## src/rtl/uart_mmio_pkg.sv

```systemverilog
// rtl/uart_mmio_pkg.sv - shared register map, bit indices and tx state enum
// Purpose: constants and types shared by the memory-mapped UART transmitter.
// Contents: word offsets of the register window, STATUS/CTRL bit positions,
//           and the serialiser state encoding.
package uart_mmio_pkg;

    // Word offsets (Addr[3:2]) inside the 16-byte register window.
    localparam logic [1:0] OFF_TXDATA = 2'd0;
    localparam logic [1:0] OFF_STATUS = 2'd1;
    localparam logic [1:0] OFF_CTRL   = 2'd2;

    // STATUS bit positions.
    localparam int STAT_BUSY  = 0;
    localparam int STAT_FULL  = 1;
    localparam int STAT_EMPTY = 2;
    localparam int STAT_OVF   = 3;

    // CTRL bit positions. CLR_OVF is write-one-to-clear and reads as 0.
    localparam int CTRL_EN      = 0;
    localparam int CTRL_IE      = 1;
    localparam int CTRL_CLR_OVF = 2;

    typedef enum logic [1:0] {
        IDLE  = 2'd0,
        START = 2'd1,
        DATA  = 2'd2,
        STOP  = 2'd3
    } tx_state_e;

endpackage

```

## src/rtl/uart_tx_fifo.sv

```systemverilog
// rtl/uart_tx_fifo.sv - circular TX byte FIFO with pointers and occupancy count
// Purpose: buffers bytes written by the core until the serialiser pops them.
// Ports:
//   clk, rst_n   clock and asynchronous active-low reset (flushes the FIFO)
//   push, din    enqueue din; ignored when full
//   pop, dout    dequeue; dout is the current head (valid when !empty)
//   full, empty  occupancy flags derived from the registered count
module uart_tx_fifo #(
    parameter int WIDTH = 8,
    parameter int DEPTH = 4
) (
    input  logic             clk,
    input  logic             rst_n,
    input  logic             push,
    input  logic [WIDTH-1:0] din,
    input  logic             pop,
    output logic [WIDTH-1:0] dout,
    output logic             full,
    output logic             empty
);

    localparam int AW = $clog2(DEPTH);
    localparam int CW = AW + 1;

    logic [WIDTH-1:0] mem_q [DEPTH];
    logic [WIDTH-1:0] mem_d [DEPTH];
    logic [AW-1:0]    wr_ptr_q, wr_ptr_d;
    logic [AW-1:0]    rd_ptr_q, rd_ptr_d;
    logic [CW-1:0]    count_q, count_d;
    logic             push_ok;
    logic             pop_ok;

    // Flags come from the registered count, so a push that meets a full FIFO
    // is refused even if a pop happens on the same edge.
    assign full    = (count_q == CW'(DEPTH));
    assign empty   = (count_q == '0);
    assign push_ok = push & ~full;
    assign pop_ok  = pop & ~empty;
    assign dout    = mem_q[rd_ptr_q];

    always_comb begin
        mem_d    = mem_q;
        wr_ptr_d = wr_ptr_q;
        rd_ptr_d = rd_ptr_q;
        count_d  = count_q;
        if (push_ok) begin
            mem_d[wr_ptr_q] = din;
            wr_ptr_d        = wr_ptr_q + AW'(1);
        end
        if (pop_ok) begin
            rd_ptr_d = rd_ptr_q + AW'(1);
        end
        case ({push_ok, pop_ok})
            2'b10:   count_d = count_q + CW'(1);
            2'b01:   count_d = count_q - CW'(1);
            default: count_d = count_q;
        endcase
    end

    always_ff @(posedge clk or negedge rst_n) begin
        if (!rst_n) begin
            for (int i = 0; i < DEPTH; i++) begin
                mem_q[i] <= '0;
            end
            wr_ptr_q <= '0;
            rd_ptr_q <= '0;
            count_q  <= '0;
        end else begin
            mem_q    <= mem_d;
            wr_ptr_q <= wr_ptr_d;
            rd_ptr_q <= rd_ptr_d;
            count_q  <= count_d;
        end
    end

endmodule

```

## src/rtl/uart_mmio_tx.sv

```systemverilog
// rtl/uart_mmio_tx.sv - memory-mapped 8N1 UART transmitter on the core data bus
// Purpose: the core stores bytes to TXDATA; they are queued and sent as 8N1
//          frames on tx. STATUS and CTRL support polled or interrupt use.
// Ports:
//   clk, reset        clock and asynchronous active-low reset
//   Addr, WriteData   core data-memory address and store data
//   memwrite          store strobe, acts on the rising edge when sel=1
//   ReadData, sel     combinational read data and window hit (top muxes on sel)
//   tx                serial output, idle high, registered
//   irq               registered: IE & FIFO empty & serialiser idle
module uart_mmio_tx
    import uart_mmio_pkg::*;
#(
    parameter logic [31:0] BASE_ADDR    = 32'h0000_1000,
    parameter int          CLKS_PER_BIT = 16,
    parameter int          FIFO_DEPTH   = 4
) (
    input  logic        clk,
    input  logic        reset,
    input  logic [31:0] Addr,
    input  logic [31:0] WriteData,
    input  logic        memwrite,
    output logic [31:0] ReadData,
    output logic        sel,
    output logic        tx,
    output logic        irq
);

    localparam int BW = $clog2(CLKS_PER_BIT);

    tx_state_e   state_q, state_d;
    logic [BW-1:0] baud_q, baud_d;
    logic [2:0]  bit_q, bit_d;
    logic [7:0]  shift_q, shift_d;
    logic        tx_q, tx_d;
    logic        irq_q, irq_d;
    logic        en_q, en_d;
    logic        ie_q, ie_d;
    logic        ovf_q, ovf_d;

    logic [1:0]  off;
    logic        wr;
    logic        fifo_push;
    logic        fifo_pop;
    logic        ctrl_wr;
    logic [7:0]  fifo_dout;
    logic        fifo_full;
    logic        fifo_empty;
    logic        baud_last;
    logic        busy;
    logic        unused_bits;

    // Byte lanes and the low address bits are not part of the register map.
    assign unused_bits = ^{Addr[1:0], WriteData[31:8]};

    assign sel       = (Addr[31:4] == BASE_ADDR[31:4]);
    assign off       = Addr[3:2];
    assign wr        = memwrite & sel;
    assign fifo_push = wr & (off == OFF_TXDATA);
    assign ctrl_wr   = wr & (off == OFF_CTRL);
    assign busy      = (state_q != IDLE);
    assign baud_last = (baud_q == BW'(CLKS_PER_BIT - 1));

    uart_tx_fifo #(
        .WIDTH (8),
        .DEPTH (FIFO_DEPTH)
    ) u_fifo (
        .clk   (clk),
        .rst_n (reset),
        .push  (fifo_push),
        .din   (WriteData[7:0]),
        .pop   (fifo_pop),
        .dout  (fifo_dout),
        .full  (fifo_full),
        .empty (fifo_empty)
    );

    // Zero-latency read mux so a single-cycle load completes this cycle.
    always_comb begin
        ReadData = '0;
        if (sel) begin
            case (off)
                OFF_STATUS: begin
                    ReadData[STAT_BUSY]  = busy;
                    ReadData[STAT_FULL]  = fifo_full;
                    ReadData[STAT_EMPTY] = fifo_empty;
                    ReadData[STAT_OVF]   = ovf_q;
                end
                OFF_CTRL: begin
                    ReadData[CTRL_EN] = en_q;
                    ReadData[CTRL_IE] = ie_q;
                end
                default: ReadData = '0;
            endcase
        end
    end

    always_comb begin
        en_d  = en_q;
        ie_d  = ie_q;
        ovf_d = ovf_q;
        if (fifo_push && fifo_full) begin
            ovf_d = 1'b1;
        end
        if (ctrl_wr) begin
            en_d = WriteData[CTRL_EN];
            ie_d = WriteData[CTRL_IE];
            if (WriteData[CTRL_CLR_OVF]) begin
                ovf_d = 1'b0;
            end
        end
    end

    // Serialiser: every state change restarts the baud counter at 0.
    always_comb begin
        state_d  = state_q;
        baud_d   = baud_q;
        bit_d    = bit_q;
        shift_d  = shift_q;
        fifo_pop = 1'b0;
        case (state_q)
            IDLE: begin
                baud_d = '0;
                bit_d  = '0;
                if (en_q && !fifo_empty) begin
                    fifo_pop = 1'b1;
                    shift_d  = fifo_dout;
                    state_d  = START;
                end
            end
            START: begin
                if (baud_last) begin
                    baud_d  = '0;
                    bit_d   = '0;
                    state_d = DATA;
                end else begin
                    baud_d = baud_q + BW'(1);
                end
            end
            DATA: begin
                if (baud_last) begin
                    baud_d  = '0;
                    shift_d = {1'b0, shift_q[7:1]};
                    if (bit_q == 3'd7) begin
                        state_d = STOP;
                    end else begin
                        bit_d = bit_q + 3'd1;
                    end
                end else begin
                    baud_d = baud_q + BW'(1);
                end
            end
            STOP: begin
                if (baud_last) begin
                    baud_d = '0;
                    // Chain straight into the next start bit to keep frames contiguous.
                    if (en_q && !fifo_empty) begin
                        fifo_pop = 1'b1;
                        shift_d  = fifo_dout;
                        state_d  = START;
                    end else begin
                        state_d = IDLE;
                    end
                end else begin
                    baud_d = baud_q + BW'(1);
                end
            end
            default: state_d = IDLE;
        endcase
    end

    // tx is computed from next-state values so the line flop changes on the
    // same edge as the state it represents.
    always_comb begin
        tx_d = 1'b1;
        case (state_d)
            START:   tx_d = 1'b0;
            DATA:    tx_d = shift_d[0];
            default: tx_d = 1'b1;
        endcase
    end

    assign irq_d = ie_q & fifo_empty & (state_q == IDLE);

    always_ff @(posedge clk or negedge reset) begin
        if (!reset) begin
            state_q <= IDLE;
            baud_q  <= '0;
            bit_q   <= '0;
            shift_q <= '0;
            tx_q    <= 1'b1;
            irq_q   <= 1'b0;
            en_q    <= 1'b1;
            ie_q    <= 1'b0;
            ovf_q   <= 1'b0;
        end else begin
            state_q <= state_d;
            baud_q  <= baud_d;
            bit_q   <= bit_d;
            shift_q <= shift_d;
            tx_q    <= tx_d;
            irq_q   <= irq_d;
            en_q    <= en_d;
            ie_q    <= ie_d;
            ovf_q   <= ovf_d;
        end
    end

    assign tx  = tx_q;
    assign irq = irq_q;

endmodule

```

## config.mk

```make
export PLATFORM = sky130hd
export DESIGN_NAME = uart_mmio_tx
export DESIGN_NICKNAME = d
export VERILOG_FILES = /design/src/rtl/uart_mmio_pkg.sv /design/src/rtl/uart_tx_fifo.sv /design/src/rtl/uart_mmio_tx.sv
export SDC_FILE = /design/constraint.sdc
export NUM_CORES = 1
export LEC_CHECK = 0
export BUFFER_PORTS_ARGS = -buffer_cell sky130_fd_sc_hd__buf_2
export CAP_MARGIN = 20
export CORE_MARGIN = 2
export CORE_UTILIZATION = 24
export DETAILED_ROUTE_END_ITERATION = 10
export PLACE_DENSITY_LB_ADDON = 0.2
export REMOVE_ABC_BUFFERS = 1
export SYNTH_ARGS = -nofsm -noshare
export SYNTH_HDL_FRONTEND = slang
export SYNTH_HIERARCHICAL = 1
export SYNTH_SLANG_ARGS = --single-unit
```

## constraint.sdc

```tcl
create_clock -name clk -period 3.6 [get_ports clk]
set_input_delay 0.72 -clock clk [delete_from_list [all_inputs] [get_ports clk]]
set_output_delay 0.72 -clock clk [all_outputs]
set_load 0.005 [all_outputs]
```

==> run summary <==
Status: finished, final reports clean
Worst path arrival time: 3120 ps
Peak supply drop: 203.5 uV
DR vias: 2,242
Static leakage: 1.989 nW
Hold Buf Count CTS: 0
Port Buffer Count: 47
GRT met1 Usage: 0.1227
Drc violations: 0
Tcrit/Tclk final: 0.7986
Num rows: 43
Final Util: 0.2939
Gr ovfl total: 0
Die height: 124.0 um
Yosys top cell area share: 0.4269
Placed insts: 504
TritonCTS Buffers: 9
Design Area, Final: 4111 sq um
Synthesis-to-layout area growth: 18.89%
Chip width: 124.0 um
Average cell area after synthesis: 12.22 sq um
Initial antenna violation count: 0
Critical Path RT: 3850 ps
Kind of critical path: reg2reg
Sequential-to-total area share from yosys stat: 0.4421
Dpl ws: 610.4 ps
Synth Register Bits: 61
Routed WL: 7044 um
CTS tree: yes
Yosys warnings: 6
Drt wl/cell: 13.55 um
Netlist cell types: 52
Area contributors post-synth: dfrtp_1, mux2_2, buf_4
Total track usage: 0.1004
Worst slew pin tran: 717.0 ps
M3 GR Usage: 0.02015
Asr flop ratio synth: 1.000
Clk slew on worst S/H paths: 60 ps
CP Max Fanout: 12
Worst setup SP type: flip-flop
DRT Pass-1 Iters: 4
Gpl congestion: 0.6942
Post-DP HPWL: 5079 um
Share of cells above drive strength 1: 0.3735
Final setup fails: 0
Clk buf depth: 2
Starting density of the core: 0.2472
Hold Vio Cnt, Final: 0
First-pass GRT wire length: 11,740 um
CTS Root Cell: clkbuf_16
Final min period: 2875 ps
DR iter-0 viols: 89
Final WS setup: 725.1 ps
Die area: 15,390 sq um
Mapped Cells: 283
GR peak layer: met2
Largest area contributor in the netlist: dfrtp_1
Met2 Use GR: 0.1684
Clock Latency Late Sink: 320 ps
Fin cells: 520
Worst Setup End Kind: flip-flop
Setup tns final: 0 ps
Final ANT Viol Nets: 0
Setup Buffers After CTS: 0
Placeable Area: 13,990 sq um
Max Cap Viol: 0
Post-synth top flop: dfrtp_1
Vias in the first global route: 2,329
RSZ-0062 raised after global routing: false
Vias per cell: 4.312
H-tree depth: 3
Max_slew headroom: 0.5220
CTS Sinks: 61
Fin Hold WS: 447.9 ps
Post-synth EDFFs: 0
Final net count: 418
Diode count: 0
Overall power: 1.671 mW
Pwr dens: 406.3 nW/um^2
Setup Skew: 6.629 ps
Maximum number of pins on one net before global-route repair: 33
Mapped Area: 3458 sq um
Slew Viols, Final: 0
Worst Hold Class: in2async
Max Fclk: 347.8 MHz
# IOs: 102
Resized Gates After CTS: 0
DP Area: 3785 sq um
-- critical path, cell delays in order, from the launching register on --
cell     delay, ps
dfrtp_1        420
inv_1          160
ha_1           490
a21oi_4        130
nor3_1         310
o31a_2         250
ha_1           200
inv_1           60
fa_1           370
xor2_1         150
nor2_1         110
xor2_1         150
-- final timing paths --
kind / from / endpoint / slack (ps) / depth (start not counted)
max in group asynchronous: reset / u_fifo/mem_q[31]$_DFFE_PN0P_ / 2530 / 2
min: reset / baud_q[1]$_DFF_PN0_ / 450 / 1
min in group clk: u_fifo/mem_q[8]$_DFFE_PN0P_ / u_fifo/mem_q[8]$_DFFE_PN0P_ / 500 / 1
min reg2reg: u_fifo/mem_q[8]$_DFFE_PN0P_ / u_fifo/mem_q[8]$_DFFE_PN0P_ / 500 / 1
max reg2reg: state_q[1]$_DFF_PN0_ / u_fifo/count_q[2]$_DFFE_PN0P_ / 730 / 11
max: state_q[1]$_DFF_PN0_ / u_fifo/count_q[2]$_DFFE_PN0P_ / 730 / 11
-- Yosys cell counts (all sizes together), types with 4 or more instances --
cell and n:
a21oi 5, o21ai 8, dfrtp 59, buf 36
inv 12, ha 15, xnor2 4, nor4 6
mux2i 9, and3 8, nand2 8, nor2 14
o21a 7, a31oi 4, a2bb2oi 6, mux2 36
mux4 8
-- flip-flops by register name, summed over array words and instances, names as in the netlist --
register and count:
u_fifo/mem_q 32, bit_q 3, ovf_q 1, u_fifo/wr_ptr_q 2, shift_q 8, en_q 1
u_fifo/count_q 3, baud_q 4, irq 1, state_q 2, tx 1, ie_q 1
u_fifo/rd_ptr_q 2
-- metal layers --
| layer | routed length [um] | vias to the layer above |
|---|---|---|
| met5 | 0 | - |
| met4 | 157 | 0 |
| met3 | 196 | 13 |
| met2 | 3462 | 41 |
| met1 | 3227 | 1117 |
| li1 | - | 1071 |
-- report_power, final --
| part | switching, mW | internal [mW] | leakage [nW] | total [mW] |
|---|---|---|---|---|
| Combinational | 0.0344 | 0.0205 | 0.997 | 0.0549 |
| Clock | 0.304 | 0.626 | 0.152 | 0.929 |
| Sequential | 0.000000924 | 0.686 | 0.840 | 0.686 |
| Total | 0.338 | 1.33 | 1.99 | 1.67 |
-- cell families after synthesis --
family	after synthesis	share of synthesized area
compound gates	45	0.1013
xor+xnor	7	0.01773
fa+ha+maj	16	0.06006
buf+inv	48	0.09117
flops	61	0.4421
mux	53	0.1954
other cells	1	0.001084
simple gates	52	0.09117
-- final cells by class --
type,instances,area [sq um]
Clock buffer,11,242.7
Clock inverter,5,83.83
Fill cell,1438,9877
Inverter,12,45.04
Multi-Input combinational cell,201,1715
Sequential cell,61,1529
Tap cell,180,225.2
Timing Repair Buffer,50,270.3
-- layout by cell type, fill, tap and decap left out, types with 7 or more instances in the layout --
cell / instances
dfrtp_1: 59
buf_2: 47
mux2_2: 34
conb_1: 28
ha_1: 15
inv_1: 12
nor2_1: 9
mux2i_1: 9
clkbuf_16: 9
nand2_1: 8
o21ai_0: 8
mux4_2: 8
o21a_1: 7
Power figures use the tool's default switching activity.
